`src/rtl/pipe_chain.sv`:
```
// Generic pipeline skeleton: per-stage valid bits, the allow_in back-pressure chain,
// inter-stage bus registers, per-stage flush, and saturating retire/stall counters.
module pipe_chain #(
    parameter int STAGES = 5,
    parameter int BUS_W  = 64,
    parameter int CNT_W  = 32
) (
    input  logic                    clk_i,
    input  logic                    rst_i,
    input  logic                    in_valid_i,
    input  logic [BUS_W-1:0]        in_bus_i,
    output logic                    in_ready_o,
    input  logic [STAGES-1:0]       stage_over_i,
    input  logic [STAGES*BUS_W-1:0] stage_bus_i,
    input  logic [STAGES-1:0]       flush_i,
    output logic [STAGES-1:0]       stage_valid_o,
    output logic [STAGES-1:0]       stage_allow_o,
    output logic [STAGES*BUS_W-1:0] stage_bus_o,
    output logic                    retire_o,
    input  logic                    cnt_clr_i,
    output logic [CNT_W-1:0]        retire_cnt_o,
    output logic [CNT_W-1:0]        stall_cnt_o
);
    localparam int LAST = STAGES - 1;

    // Handshake: a token moves from stage k-1 into stage k on an edge where
    // w_handoff[k-1] (valid, over, not flushed) and w_allow[k] are both high.
    // Stage 0 takes in_valid_i/in_bus_i under the same rule with in_ready_o = w_allow[0].
    logic [STAGES-1:0] w_valid;
    logic [STAGES-1:0] w_allow;
    logic [STAGES-1:0] w_handoff;
    logic              w_retire;
    logic              w_stall;
    logic              w_unused;
    logic [CNT_W-1:0]  r_retire_cnt;
    logic [CNT_W-1:0]  r_stall_cnt;

    // Allow ripples from the WB end; the last stage sees an always-ready sink.
    always_comb begin : allow_chain
        logic w_down;
        w_allow = '0;
        w_down  = 1'b1;
        for (int k = LAST; k >= 0; k--) begin
            w_down     = ~w_valid[k] | flush_i[k] | (stage_over_i[k] & w_down);
            w_allow[k] = w_down;
        end
    end

    assign w_handoff = w_valid & stage_over_i & ~flush_i;
    assign w_retire  = w_handoff[LAST];
    assign w_stall   = in_valid_i & ~w_allow[0];
    assign w_unused  = ^stage_bus_i[LAST*BUS_W +: BUS_W];

    for (genvar k = 0; k < STAGES; k++) begin : g_stage
        logic             r_valid;
        logic [BUS_W-1:0] r_bus;
        logic             w_take;
        logic [BUS_W-1:0] w_src;

        if (k == 0) begin : g_head
            assign w_take = in_valid_i;
            assign w_src  = in_bus_i;
        end else begin : g_body
            assign w_take = w_handoff[k-1];
            assign w_src  = stage_bus_i[(k-1)*BUS_W +: BUS_W];
        end

        // Bus only loads on a real handoff so a bubble keeps the last payload visible.
        always_ff @(posedge clk_i) begin
            if (rst_i) begin
                r_valid <= 1'b0;
                r_bus   <= '0;
            end else if (w_allow[k]) begin
                r_valid <= w_take;
                if (w_take) begin
                    r_bus <= w_src;
                end
            end else begin
                r_valid <= r_valid & ~flush_i[k];
            end
        end

        assign w_valid[k]                     = r_valid;
        assign stage_bus_o[k*BUS_W +: BUS_W]  = r_bus;
    end

    always_ff @(posedge clk_i) begin
        if (rst_i || cnt_clr_i) begin
            r_retire_cnt <= '0;
            r_stall_cnt  <= '0;
        end else begin
            if (w_retire && (r_retire_cnt != '1)) begin
                r_retire_cnt <= r_retire_cnt + 1'b1;
            end
            if (w_stall && (r_stall_cnt != '1)) begin
                r_stall_cnt <= r_stall_cnt + 1'b1;
            end
        end
    end

    assign in_ready_o    = w_allow[0];
    assign stage_valid_o = w_valid;
    assign stage_allow_o = w_allow;
    assign retire_o      = w_retire;
    assign retire_cnt_o  = r_retire_cnt;
    assign stall_cnt_o   = r_stall_cnt;
endmodule
```
`config.mk`:
```
export PLATFORM = sky130hd
export DESIGN_NAME = pipe_chain
export DESIGN_NICKNAME = d
export VERILOG_FILES = /design/src/rtl/pipe_chain.sv
export SDC_FILE = /design/constraint.sdc
export NUM_CORES = 1
export LEC_CHECK = 0
export ABC_AREA = 1
export BUFFER_PORTS_ARGS = -buffer_cell sky130_fd_sc_hd__buf_2
export CORE_AREA = 2 2 309 311
export CTS_BUF_LIST = sky130_fd_sc_hd__clkbuf_4
export DETAILED_ROUTE_END_ITERATION = 6
export DIE_AREA = 0 0 311 313
export HOLD_SLACK_MARGIN = 0.1
export PLACE_DENSITY_LB_ADDON = 0.08
export SLEW_MARGIN = 20
export SYNTH_ARGS = -nofsm -noshare
export SYNTH_HDL_FRONTEND = slang
export SYNTH_SLANG_ARGS = --single-unit
export TNS_END_PERCENT = 100
```
`constraint.sdc`:
```
create_clock -name clk_i -period 2.72 [get_ports clk_i]
set_clock_uncertainty 0.15 [all_clocks]
set_input_delay 0.136 -clock clk_i [delete_from_list [all_inputs] [get_ports clk_i]]
set_output_delay 0.136 -clock clk_i [all_outputs]
set_load 0.005 [all_outputs]
```
==> results.sh, run 1 <==
export IMPL_synth_xor_area_share_pct=0.642
export IMPL_synthTopCellsByCount="nor2_1 (775), dfxtp_1 (389), o21ai_0 (271), nand2_1 (167), clkbuf_1 (83)"
export IMPL_dp_hpwl_microns=53900
export IMPL_cts_hold_buf=828
export IMPL_synth_flop_cell="dfxtp_1"
export IMPL_ys_seq_elements=389
export IMPL_synth_compound_area_share_pct=12.6
export IMPL_io_pin_count=794
export IMPL_synth_top_family_by_area="simple AND/OR/NAND/NOR gates"
export IMPL_cts_root_buf="clkbuf_4"
export IMPL_cts_sinks=389
export IMPL_yosysTopAreaCell="dfxtp_1"
export IMPL_clk_path_buf_depth=3
export IMPL_port_buffers=729
export IMPL_synthArstFlopShare_pct=0
export IMPL_synthAdderAreaFrac_pct=0.167
export IMPL_syn_nets=2438
export IMPL_synthMuxAreaShare_pct=0
export IMPL_synth_edff_count=0
export IMPL_synthSimpleGateAreaFrac_pct=28.4
export IMPL_yosysTopAreaCellShare_pct=51.9
export IMPL_postSynthCellCount=2038
export IMPL_cts_setup_buffers=2
export IMPL_fp_row_count=113
export IMPL_netlist_area_sq_um=15000
export IMPL_cts_resized_gates=2
export IMPL_ys_seq_area_share_pct=51.9
export IMPL_htree_levels=3
export IMPL_synth_most_common_cell="nor2_1"
export IMPL_die_y_microns=313
export IMPL_synth_top_cells_by_area="dfxtp_1 (52%), nor2_1 (19%), o21ai_0 (9.0%), nand2_1 (4.2%), o21ai_1 (2.3%)"
export IMPL_error="[ERROR RSZ-0060] Max buffer count reached."
export IMPL_avgSynthCellArea_sq_um=7.36
export IMPL_dieWidth_microns=311
export IMPL_ys_types=35
export IMPL_haltStage="clock tree synthesis"
export IMPL_ys_warn_count=0
export IMPL_status="did not finish"
export IMPL_place_gp_congestion=0.872
export IMPL_start_util_pct=15.9
export IMPL_cts_buffers=121
through the flow:
stage | cells | setup slack, ns | area (sq um) | hold slack, ns
3_5_place_dp | 3946 | 0.366 | 20100 | 0.212
3_3_place_gp | 3946 | 0.397 | 20100 | 0.209
2_1_floorplan | 2038 | 0.872 | 15000 | 0.121
cells by family after synthesis:
kind of cell             Yosys count
flip-flops                       389
AND/OR/NAND/NOR                 1050
adder cells (fa/ha/maj)            2
AO/OA/AOI/OAI                    377
XOR/XNOR                          11
buffers and inverters            209
==> run 2, diff against run 1 <==
--- a/config.mk
+++ b/config.mk
@@ -7,12 +7,10 @@
 export LEC_CHECK = 0
 export ABC_AREA = 1
 export BUFFER_PORTS_ARGS = -buffer_cell sky130_fd_sc_hd__buf_2
-export CORE_AREA = 2 2 309 311
-export CTS_BUF_LIST = sky130_fd_sc_hd__clkbuf_4
+export CORE_AREA = 2 2 311 313
 export DETAILED_ROUTE_END_ITERATION = 6
-export DIE_AREA = 0 0 311 313
-export HOLD_SLACK_MARGIN = 0.1
-export PLACE_DENSITY_LB_ADDON = 0.08
+export DIE_AREA = 0 0 313 315
+export PLACE_DENSITY_LB_ADDON = 0.15
 export SLEW_MARGIN = 20
 export SYNTH_ARGS = -nofsm -noshare
 export SYNTH_HDL_FRONTEND = slang
==> run 2 against run 1 <==
- the run now ends clean
- synthesized cell count unchanged
- synthesized area unchanged
==> results.sh, run 2 <==
export IMPL_required_ns=3.11
export IMPL_total_power_w=0.0142
export IMPL_ys_seq_area_share_pct=51.9
export IMPL_drt_total_wl_microns=67300
export IMPL_netlist_area_sq_um=15000
export IMPL_htree_levels=2
export IMPL_drive_above_1_share_pct=28.1
export IMPL_max_freq_ghz=0.397
export IMPL_die_y_microns=315
export IMPL_syn_to_final_growth_pct=70.9
export IMPL_p_sw_share_pct=23.5
export IMPL_crit_path_start="g_stage[1].r_valid"
export IMPL_final_nets=3518
export IMPL_layout_common_cells="nor2_1 (773), buf_2 (729), dfxtp_1 (388)"
export IMPL_power_frac_seq_pct=41.5
export IMPL_clk_latency_ns=0.60
export IMPL_fillCellCount=10700
export IMPL_core_region_area_sq_um=95700
export IMPL_combPwrFrac_pct=9.4
export IMPL_multiInputGateArea_sq_um=6320
export IMPL_cts_buffers=50
export IMPL_drc=0
export IMPL_p_clk_share_pct=49.1
export IMPL_routed_top_layer="met5"
export IMPL_final_common_cell="nor2_1"
export IMPL_cts_root_buf="clkbuf_16"
export IMPL_ys_warn_count=0
export IMPL_avgSynthCellArea_sq_um=7.36
export IMPL_cp_arrival_ns=2.91
export IMPL_grt_overflow_total=0
export IMPL_status="complete, no violations"
export IMPL_ys_seq_elements=389
export IMPL_dieWidth_microns=313
export IMPL_hold_path_class="in -> reg"
export IMPL_first_global_vias=16800
export IMPL_clk_path_buf_depth=3
export IMPL_start_util_pct=15.7
export IMPL_dp_hpwl_microns=49400
export IMPL_ant_nets=0
export IMPL_final_setup_tns_ns=0
export IMPL_num_vias=16900
export IMPL_wl_per_cell_microns=15.2
export IMPL_period_needed_ns=2.52
export IMPL_path_clk_slew_ns=0.06
export IMPL_leakage_nw=11.6
export IMPL_antenna_found_initial=2
export IMPL_synthArstFlopShare_pct=0
export IMPL_fin_crit_sh_pct=92.7
export IMPL_regArea_sq_um=7790
export IMPL_cts_setup_buffers=0
export IMPL_hold_viol=0
export IMPL_synth_flop_cell="dfxtp_1"
export IMPL_postSynthCellCount=2038
export IMPL_grt_total_usage_pct=12.9
export IMPL_p_switching_w=0.00333
export IMPL_via_per_inst=3.80
export IMPL_r2r_start="g_stage[1].r_valid"
export IMPL_synthTopCellsByCount="nor2_1 (775), dfxtp_1 (389), o21ai_0 (271), nand2_1 (167), clkbuf_1 (83)"
export IMPL_maxCapViolations=0
export IMPL_met1_length_microns=28400
export IMPL_drtIter0Drc=767
export IMPL_synth_edff_count=0
export IMPL_crit_type="reg -> reg"
export IMPL_slew_viol_final=0
export IMPL_largest_register_ffs=320
export IMPL_ir_drop_v=0.000366
export IMPL_port_buffers=729
export IMPL_die_area_sq_um=98600
export IMPL_regMostFlops="g_stage.r_bus"
export IMPL_io_pin_count=794
export IMPL_start_kind="register"
export IMPL_synth_top_cells_by_area="dfxtp_1 (52%), nor2_1 (19%), o21ai_0 (9.0%), nand2_1 (4.2%), o21ai_1 (2.3%)"
export IMPL_cts_tree="built"
export IMPL_cp_end_kind="register"
export IMPL_fp_row_count=114
export IMPL_maxSlewHeadroom_pct=49.4
export IMPL_route_met2_wl_microns=32800
export IMPL_setup_viol=0
export IMPL_internal_power_w=0.0109
export IMPL_grt_max_degree=77
export IMPL_worst_pin_slew_ns=0.759
export IMPL_place_gp_congestion=0.782
export IMPL_met3_length_microns=4300
export IMPL_ys_types=35
export IMPL_cts_sinks=389
export IMPL_power_per_cell_area_nw_per_um2=553
export IMPL_grt_pass1_wl_microns=100000
export IMPL_syn_nets=2438
export IMPL_min_from="flush_i[2]"
export IMPL_dr_pass1_iters=4
export IMPL_yosysTopAreaCellShare_pct=51.9
export IMPL_rsz0062_at_grt="false"
export IMPL_crit_path_max_fanout=32
export IMPL_synth_most_common_cell="nor2_1"
export IMPL_yosysTopAreaCell="dfxtp_1"
export IMPL_hold_ws_ns=0.0707
==> run 2: logic make-up (layout without fill, tap and decap cells) <==
family	after synthesis	count (layout)	synth area share, %
AND/OR/NAND/NOR	1050	1050	28.4
XOR/XNOR	11	11	0.642
other	0	2	0
AO/OA/AOI/OAI	377	377	12.6
buffers and inverters	209	1326	6.24
adder cells (fa/ha/maj)	2	2	0.167
flip-flops	389	389	51.9
==> run 2: path summary, 6_finish.rpt <==
check | slack [ns] | cells after the start | endpoint
setup / recovery | 0.20 | 9 | g_stage[1].r_bus[19]
hold / removal | 0.07 | 5 | g_stage[3].r_bus[23]
hold reg to reg | 0.33 | 2 | g_stage[4].r_bus[35]
setup reg to reg | 0.20 | 9 | g_stage[1].r_bus[19]
==> run 2: cell type report <==
cell class                 instances  area share [%]
multi-input combinational       1440            24.6
timing repair buffer            1150            30.8
clock inverter                    16           0.922
inverter                          87            1.31
sequential                       389            30.4
tap                             1276            6.23
clock buffer                      73            5.73
antenna                            2          0.0195
==> run 2: metrics by stage <==
| stage | cell area (sq um) | setup WS (ns) | instances | util [%] |
|---|---|---|---|---|
| floorplan | 15000 | 0.872 | 2038 | - |
| global placement | 20100 | 0.358 | 3962 | 21.0 |
| detailed placement | 20100 | 0.324 | 3962 | 21.0 |
| CTS | 25600 | 0.0343 | 4431 | 26.8 |
| global route | 25600 | 0.0125 | 4431 | 26.8 |
| finish | 25600 | 0.198 | 4433 | 26.8 |
==> run 2: metal layers <==
layer	vias to the layer above	track usage, %
met2	465	22.4
met1	7630	15.5
met5	-	0
li1	8676	-
met3	92	3.59
met4	4	3.98
==> run 2: power groups by stage <==
stage	clock, W	sequential (W)	combinational (W)
2_1_floorplan	0	0.00602	0.000365
3_3_place_gp	0	0.00601	0.000906
4_1_cts	0.00729	0.00589	0.00136
6_report	0.00697	0.00589	0.00133
5_1_grt	0.00750	0.00590	0.00147
3_5_place_dp	0	0.00601	0.000908
==> run 2: critical path: stages, from the launching register on <==
cell and delay, ns:
dfxtp_1 0.44, inv_1 0.06, nor2_1 0.36, nand2_4 0.16, nand3_4 0.15, buf_12 0.19, buf_4 0.16, o21ai_0 0.06
dlygate4sd3_1 0.59, nor2_1 0.08
==> run 2: repair_timing <==
item                                    4_1_cts  5_1_grt
gates resized for setup                       0        5
hold buffers                                380        0
hold endpoints to repair                    376        0
endpoints found under the setup margin        0        5
Power figures use the tool's default switching activity.
==> run 3, diff against run 2 <==
--- a/config.mk
+++ b/config.mk
@@ -5,11 +5,10 @@
 export SDC_FILE = /design/constraint.sdc
 export NUM_CORES = 1
 export LEC_CHECK = 0
-export ABC_AREA = 1
 export BUFFER_PORTS_ARGS = -buffer_cell sky130_fd_sc_hd__buf_2
-export CORE_AREA = 2 2 311 313
+export CORE_AREA = 2 2 307 309
 export DETAILED_ROUTE_END_ITERATION = 6
-export DIE_AREA = 0 0 313 315
+export DIE_AREA = 0 0 309 311
 export PLACE_DENSITY_LB_ADDON = 0.15
 export SLEW_MARGIN = 20
 export SYNTH_ARGS = -nofsm -noshare
==> run 3 against run 2 <==
- sequential share of layout area increased by 1.0 points
- non-clock buffer count shrank 20
- sequential power fell by 1%
- total power fell by 6.9%
- die area decreased by 2.5%
- critical path depth grew 1
- combinational power decreased by 18%
==> results.sh, run 3 <==
export IMPL_fp_row_count=112
export IMPL_grt_overflow_total=0
export IMPL_synthTopCellsByCount="nand2_1 (543), dfxtp_1 (389), a21oi_1 (273), nor2_1 (125), clkbuf_1 (67)"
export IMPL_wl_per_cell_microns=15.9
export IMPL_cts_root_buf="clkbuf_16"
export IMPL_cts_sinks=389
export IMPL_die_area_sq_um=96100
export IMPL_netlist_area_sq_um=14400
export IMPL_yosysTopAreaCellShare_pct=54.1
export IMPL_cp_arrival_ns=2.90
export IMPL_grt_total_usage_pct=12.8
export IMPL_yosysTopAreaCell="dfxtp_1"
export IMPL_drive_above_1_share_pct=30.7
export IMPL_setup_viol=0
export IMPL_cp_end_kind="register"
export IMPL_drc=0
export IMPL_via_per_inst=3.84
export IMPL_path_clk_slew_ns=0.06
export IMPL_largest_register_ffs=320
export IMPL_crit_type="reg -> reg"
export IMPL_regMostFlops="g_stage.r_bus"
export IMPL_maxSlewHeadroom_pct=29.9
export IMPL_num_vias=15700
export IMPL_drt_total_wl_microns=65100
export IMPL_period_needed_ns=2.53
export IMPL_clk_latency_ns=0.59
export IMPL_fin_crit_sh_pct=93.1
export IMPL_syn_nets=2126
export IMPL_grt_use_met3_pct=3.45
export IMPL_power_per_cell_area_nw_per_um2=533
export IMPL_dp_hpwl_microns=46500
export IMPL_final_common_cell="buf_2"
export IMPL_ys_seq_area_share_pct=54.1
export IMPL_worst_pin_slew_ns=1.05
export IMPL_ys_warn_count=0
export IMPL_postSynthCellCount=1726
export IMPL_synthArstFlopShare_pct=0
export IMPL_core_region_area_sq_um=92800
export IMPL_start_util_pct=15.5
export IMPL_first_global_vias=15900
export IMPL_status="complete, no violations"
export IMPL_clk_path_buf_depth=3
export IMPL_hold_ws_ns=0.0959
export IMPL_ys_seq_elements=389
export IMPL_cts_tree="built"
export IMPL_final_setup_tns_ns=0
export IMPL_synth_most_common_cell="nand2_1"
export IMPL_ir_drop_v=0.000395
export IMPL_top_usage_layer="met2"
export IMPL_hold_path_class="in -> reg"
export IMPL_place_gp_congestion=0.804
export IMPL_slew_viol_final=0
export IMPL_rsz0062_at_grt="false"
export IMPL_synth_edff_count=0
export IMPL_maxCapViolations=0
export IMPL_start_kind="register"
export IMPL_worst_slack_ns=0.188
export IMPL_ys_types=47
export IMPL_postPlaceCellArea_sq_um=19500
export IMPL_synth_flop_cell="dfxtp_1"
export IMPL_layout_common_cells="buf_2 (728), nand2_1 (543), dfxtp_1 (389)"
export IMPL_crit_path_max_fanout=16
export IMPL_htree_levels=2
export IMPL_port_buffers=729
export IMPL_use_met1_pct=14.6
export IMPL_dr_pass1_iters=5
export IMPL_grt_max_degree=169
export IMPL_max_freq_ghz=0.395
export IMPL_grt_met2_usage_pct=22.7
export IMPL_cts_buffers=49
export IMPL_avgSynthCellArea_sq_um=8.35
export IMPL_required_ns=3.09
export IMPL_synth_top_cells_by_area="dfxtp_1 (54%), nand2_1 (14%), a21oi_1 (9.5%), mux2i_1 (4.4%), nor2_1 (3.3%)"
export IMPL_final_nets=3190
export IMPL_syn_to_final_growth_pct=72.1
export IMPL_io_pin_count=794
export IMPL_pre_cts_ws_ns=0.0418
export IMPL_hold_viol=0
export IMPL_drtIter0Drc=631
export IMPL_ant_nets=0
export IMPL_antenna_found_initial=1
export IMPL_die_y_microns=311
export IMPL_final_area_sq_um=24800
export IMPL_leakage_nw=10.6
export IMPL_dieWidth_microns=309
export IMPL_grt_pass1_wl_microns=95400
[run 3: cell types whose count changed after synthesis, moves of 23 or more]
cell,before,now
inv_1,80,11
nand2_1,167,543
o21ai_1,70,0
mux2i_1,0,64
o21ai_0,271,14
a21oi_1,32,273
nor2_1,775,125
xor2_1,10,33
[run 3: path summary, 6_finish.rpt]
path / from / endpoint / slack (ns) / depth (start not counted)
setup / recovery: g_stage[4].r_valid / g_stage[3].r_bus[12] / 0.19 / 10
hold / removal: flush_i[0] / g_stage[1].r_bus[16] / 0.1 / 5
setup reg to reg: g_stage[4].r_valid / g_stage[3].r_bus[12] / 0.19 / 10
hold reg to reg: g_stage[4].r_bus[37] / g_stage[4].r_bus[37] / 0.30 / 2
[run 3: area by class of cell]
cell class | instances | area (sq um)
clock buffers | 73 | 1450
flip-flops and latches | 389 | 7790
fillers | 10200 | 68000
multi-input cells | 1209 | 6060
well taps | 1254 | 1570
inverters | 11 | 41.3
repair buffers | 1130 | 7800
diodes | 2 | 5.00
clock inverters | 13 | 78.8
[run 3: power breakdown]
part | internal (W) | switching, W | total, W | leakage [nW]
combinational | 0.000621 | 0.000470 | 0.00109 | 6.74
sequential | 0.00578 | 0.0000391 | 0.00582 | 3.15
clock | 0.00365 | 0.00265 | 0.00630 | 0.759
total | 0.0101 | 0.00316 | 0.0132 | 10.6
[run 3: cells by family (layout without fill, tap and decap cells)]
group,after synthesis,in the layout,synth area share [%]
AO/OA/AOI/OAI,302,302,11.1
XOR/XNOR,47,47,2.86
adder cells (fa/ha/maj),2,2,0.174
buffers and inverters,128,1227,4.22
flip-flops,389,389,54.1
multiplexers,64,64,4.45
other,0,2,0
AND/OR/NAND/NOR,794,794,23.1
[run 3: repair_timing]
action / CTS / global route
hold endpoints to repair: 339 / 0
hold buffers: 362 / 0
buffers inserted: 2 / 0
cloned: 0 / 2
gates resized for setup: 0 / 4
setup endpoints to repair: 2 / 45
[run 3: per-layer routing]
metal  wire length [microns]  up-vias
li1                        -     7812
met1                   26100     7304
met2                   32500      475
met3                    4410       94
met4                    2080        0
met5                       0        -
[run 3: through the flow]
stage	utilization [%]	cells	power (W)
2_1_floorplan	-	1726	0.00620
3_3_place_gp	21.1	3627	0.00665
3_5_place_dp	21.1	3627	0.00666
4_1_cts	26.6	4077	0.0135
5_1_grt	26.7	4080	0.0138
6_report	26.7	4081	0.0132
[run 3: critical path: stages, from the launching register on]
cell,delay (ns)
dfxtp_1,0.32
nor3b_4,0.16
buf_12,0.13
buf_4,0.14
o21ai_1,0.17
buf_4,0.16
and3_4,0.27
buf_12,0.18
nand2_1,0.08
a21oi_1,0.12
dlygate4sd3_1,0.57
==> run 4, diff against run 3 <==
--- a/config.mk
+++ b/config.mk
@@ -5,10 +5,11 @@
 export SDC_FILE = /design/constraint.sdc
 export NUM_CORES = 1
 export LEC_CHECK = 0
+export ABC_AREA = 1
 export BUFFER_PORTS_ARGS = -buffer_cell sky130_fd_sc_hd__buf_2
-export CORE_AREA = 2 2 307 309
+export CORE_AREA = 2 2 313 315
 export DETAILED_ROUTE_END_ITERATION = 6
-export DIE_AREA = 0 0 309 311
+export DIE_AREA = 0 0 315 317
 export PLACE_DENSITY_LB_ADDON = 0.15
 export SLEW_MARGIN = 20
 export SYNTH_ARGS = -nofsm -noshare
==> run 4 against run 3 <==
- combinational power increased by 19%
- hold slack got worse by 0.042 ns
- routed wire length increased by 7.0%
- utilization decreased by 0.47 points
- global-route usage increased by 0.29 points
- largest cell class is now sequential cells
==> results.sh, run 4 (synthesis gave the netlist of run 2 again) <==
export IMPL_max_freq_ghz=0.407
export IMPL_fillCellCount=10800
export IMPL_fin_crit_sh_pct=90.4
export IMPL_start_kind="register"
export IMPL_p_sw_share_pct=24.0
export IMPL_slew_viol_final=0
export IMPL_hold_viol=0
export IMPL_via_per_inst=3.81
export IMPL_crit_type="reg -> reg"
export IMPL_final_area_sq_um=25300
export IMPL_setup_viol=0
export IMPL_path_clk_slew_ns=0.06
export IMPL_regMostFlops="g_stage.r_bus"
export IMPL_cts_buffers=51
export IMPL_postPlaceCellArea_sq_um=20100
export IMPL_combPwrFrac_pct=9.0
export IMPL_grt_max_degree=67
export IMPL_dr_pass1_iters=6
export IMPL_power_per_cell_area_nw_per_um2=568
export IMPL_wl_per_cell_microns=15.9
export IMPL_first_global_vias=16500
export IMPL_antenna_found_initial=4
export IMPL_cts_sinks=389
export IMPL_place_gp_congestion=0.780
export IMPL_crit_path_max_fanout=5
export IMPL_power_frac_seq_pct=41.0
export IMPL_final_nets=3469
export IMPL_worst_pin_slew_ns=0.748
export IMPL_crit_path_start="stall_cnt_o[10]"
export IMPL_maxSlewHeadroom_pct=50.1
export IMPL_cp_arrival_ns=2.81
export IMPL_pre_cts_ws_ns=0.390
export IMPL_final_common_cell="nor2_1"
export IMPL_p_clk_share_pct=50.0
export IMPL_core_region_area_sq_um=96300
export IMPL_hold_path_class="in -> reg"
export IMPL_drive_above_1_share_pct=28.4
export IMPL_ir_drop_v=0.000402
export IMPL_start_util_pct=15.6
export IMPL_worst_slack_ns=0.262
export IMPL_rr_worst_depth=10
export IMPL_drc=0
export IMPL_num_vias=16700
export IMPL_min_from="flush_i[4]"
export IMPL_io_pin_count=794
export IMPL_largest_register_ffs=320
export IMPL_port_buffers=729
export IMPL_cts_tree="built"
export IMPL_p_switching_w=0.00344
export IMPL_layout_common_cells="nor2_1 (773), buf_2 (729), dfxtp_1 (389)"
export IMPL_dieWidth_microns=315
export IMPL_final_setup_tns_ns=0
export IMPL_leakage_nw=11.4
export IMPL_maxCapViolations=0
export IMPL_grt_total_usage_pct=13.1
export IMPL_dp_hpwl_microns=50800
export IMPL_r2r_start="stall_cnt_o[10]"
export IMPL_clk_path_buf_depth=3
export IMPL_htree_levels=2
export IMPL_period_needed_ns=2.46
export IMPL_internal_power_w=0.0109
export IMPL_hold_ws_ns=0.0537
export IMPL_die_area_sq_um=99900
export IMPL_required_ns=3.07
export IMPL_status="complete, no violations"
export IMPL_syn_to_final_growth_pct=68.4
export IMPL_drt_total_wl_microns=69600
export IMPL_grt_pass1_wl_microns=101000
export IMPL_grt_overflow_total=0
export IMPL_ant_nets=0
export IMPL_cts_root_buf="clkbuf_16"
export IMPL_fp_row_count=114
export IMPL_die_y_microns=317
export IMPL_holdPathStages=8
export IMPL_rsz0062_at_grt="false"
export IMPL_clk_latency_ns=0.60
export IMPL_drtIter0Drc=696
export IMPL_cp_end_kind="register"
-- run 4: area by class of cell --
| type | instances | area [sq um] | share of cell area [%] |
|---|---|---|---|
| tap | 1276 | 1600 | 6.32 |
| multi-input combinational | 1440 | 6300 | 25.0 |
| antenna | 3 | 7.51 | 0.0297 |
| sequential | 389 | 7790 | 30.8 |
| timing repair buffer | 1100 | 7460 | 29.5 |
| clock inverter | 21 | 285 | 1.13 |
| clock buffer | 72 | 1490 | 5.88 |
| inverter | 87 | 337 | 1.33 |
-- run 4: per-layer routing --
metal  vias up  routed length, microns  global-route usage (%)  share of wire [%]
li1       8589                       -                       -                  -
met1      7556                   29700                    15.8                 43
met2       472                   33700                    22.6                 48
met3        96                    4330                    3.52                6.2
met4         4                    1820                    3.97                2.6
met5         -                      26                       0              0.037
-- run 4: worst paths after layout --
path / to / slack, ns
hold reg to reg: g_stage[1].r_bus[43] / 0.32
setup reg to reg: stall_cnt_o[24] / 0.26
hold / removal: retire_cnt_o[24] / 0.05
setup / recovery: stall_cnt_o[24] / 0.26
-- run 4: worst max-delay path: stages, from the launching register on --
cell and delay (ns):
dfxtp_1 0.41, nand2_1 0.15, nor2_1 0.23, nand3_1 0.09
nor2_1 0.16, nand2_1 0.11, nor2_2 0.16, nand4_1 0.10
dlygate4sd3_1 0.58, o21ai_0 0.15, nor2_1 0.05
-- run 4: timing repair --
| action | CTS | global route |
|---|---|---|
| gates resized for setup | 0 | 2 |
| hold buffers | 341 | 0 |
| setup buffers | 0 | 0 |
| hold endpoints to repair | 338 | 0 |
| endpoints found under the setup margin | 0 | 1 |
-- run 4: power groups by stage --
stage	combinational [W]	sequential [W]	clock (W)
2_1_floorplan	0.000365	0.00602	0
3_3_place_gp	0.000908	0.00601	0
3_5_place_dp	0.000907	0.00601	0
4_1_cts	0.00132	0.00589	0.00750
5_1_grt	0.00143	0.00590	0.00770
6_report	0.00130	0.00588	0.00717
-- run 4: through the flow --
stage | power [W] | utilization (%) | std cells
after floorplan | 0.00638 | - | 2038
after global placement | 0.00692 | 20.8 | 3951
after detailed placement | 0.00692 | 20.8 | 3951
after CTS | 0.0147 | 26.2 | 4385
after global routing | 0.0150 | 26.2 | 4386
final | 0.0144 | 26.2 | 4388
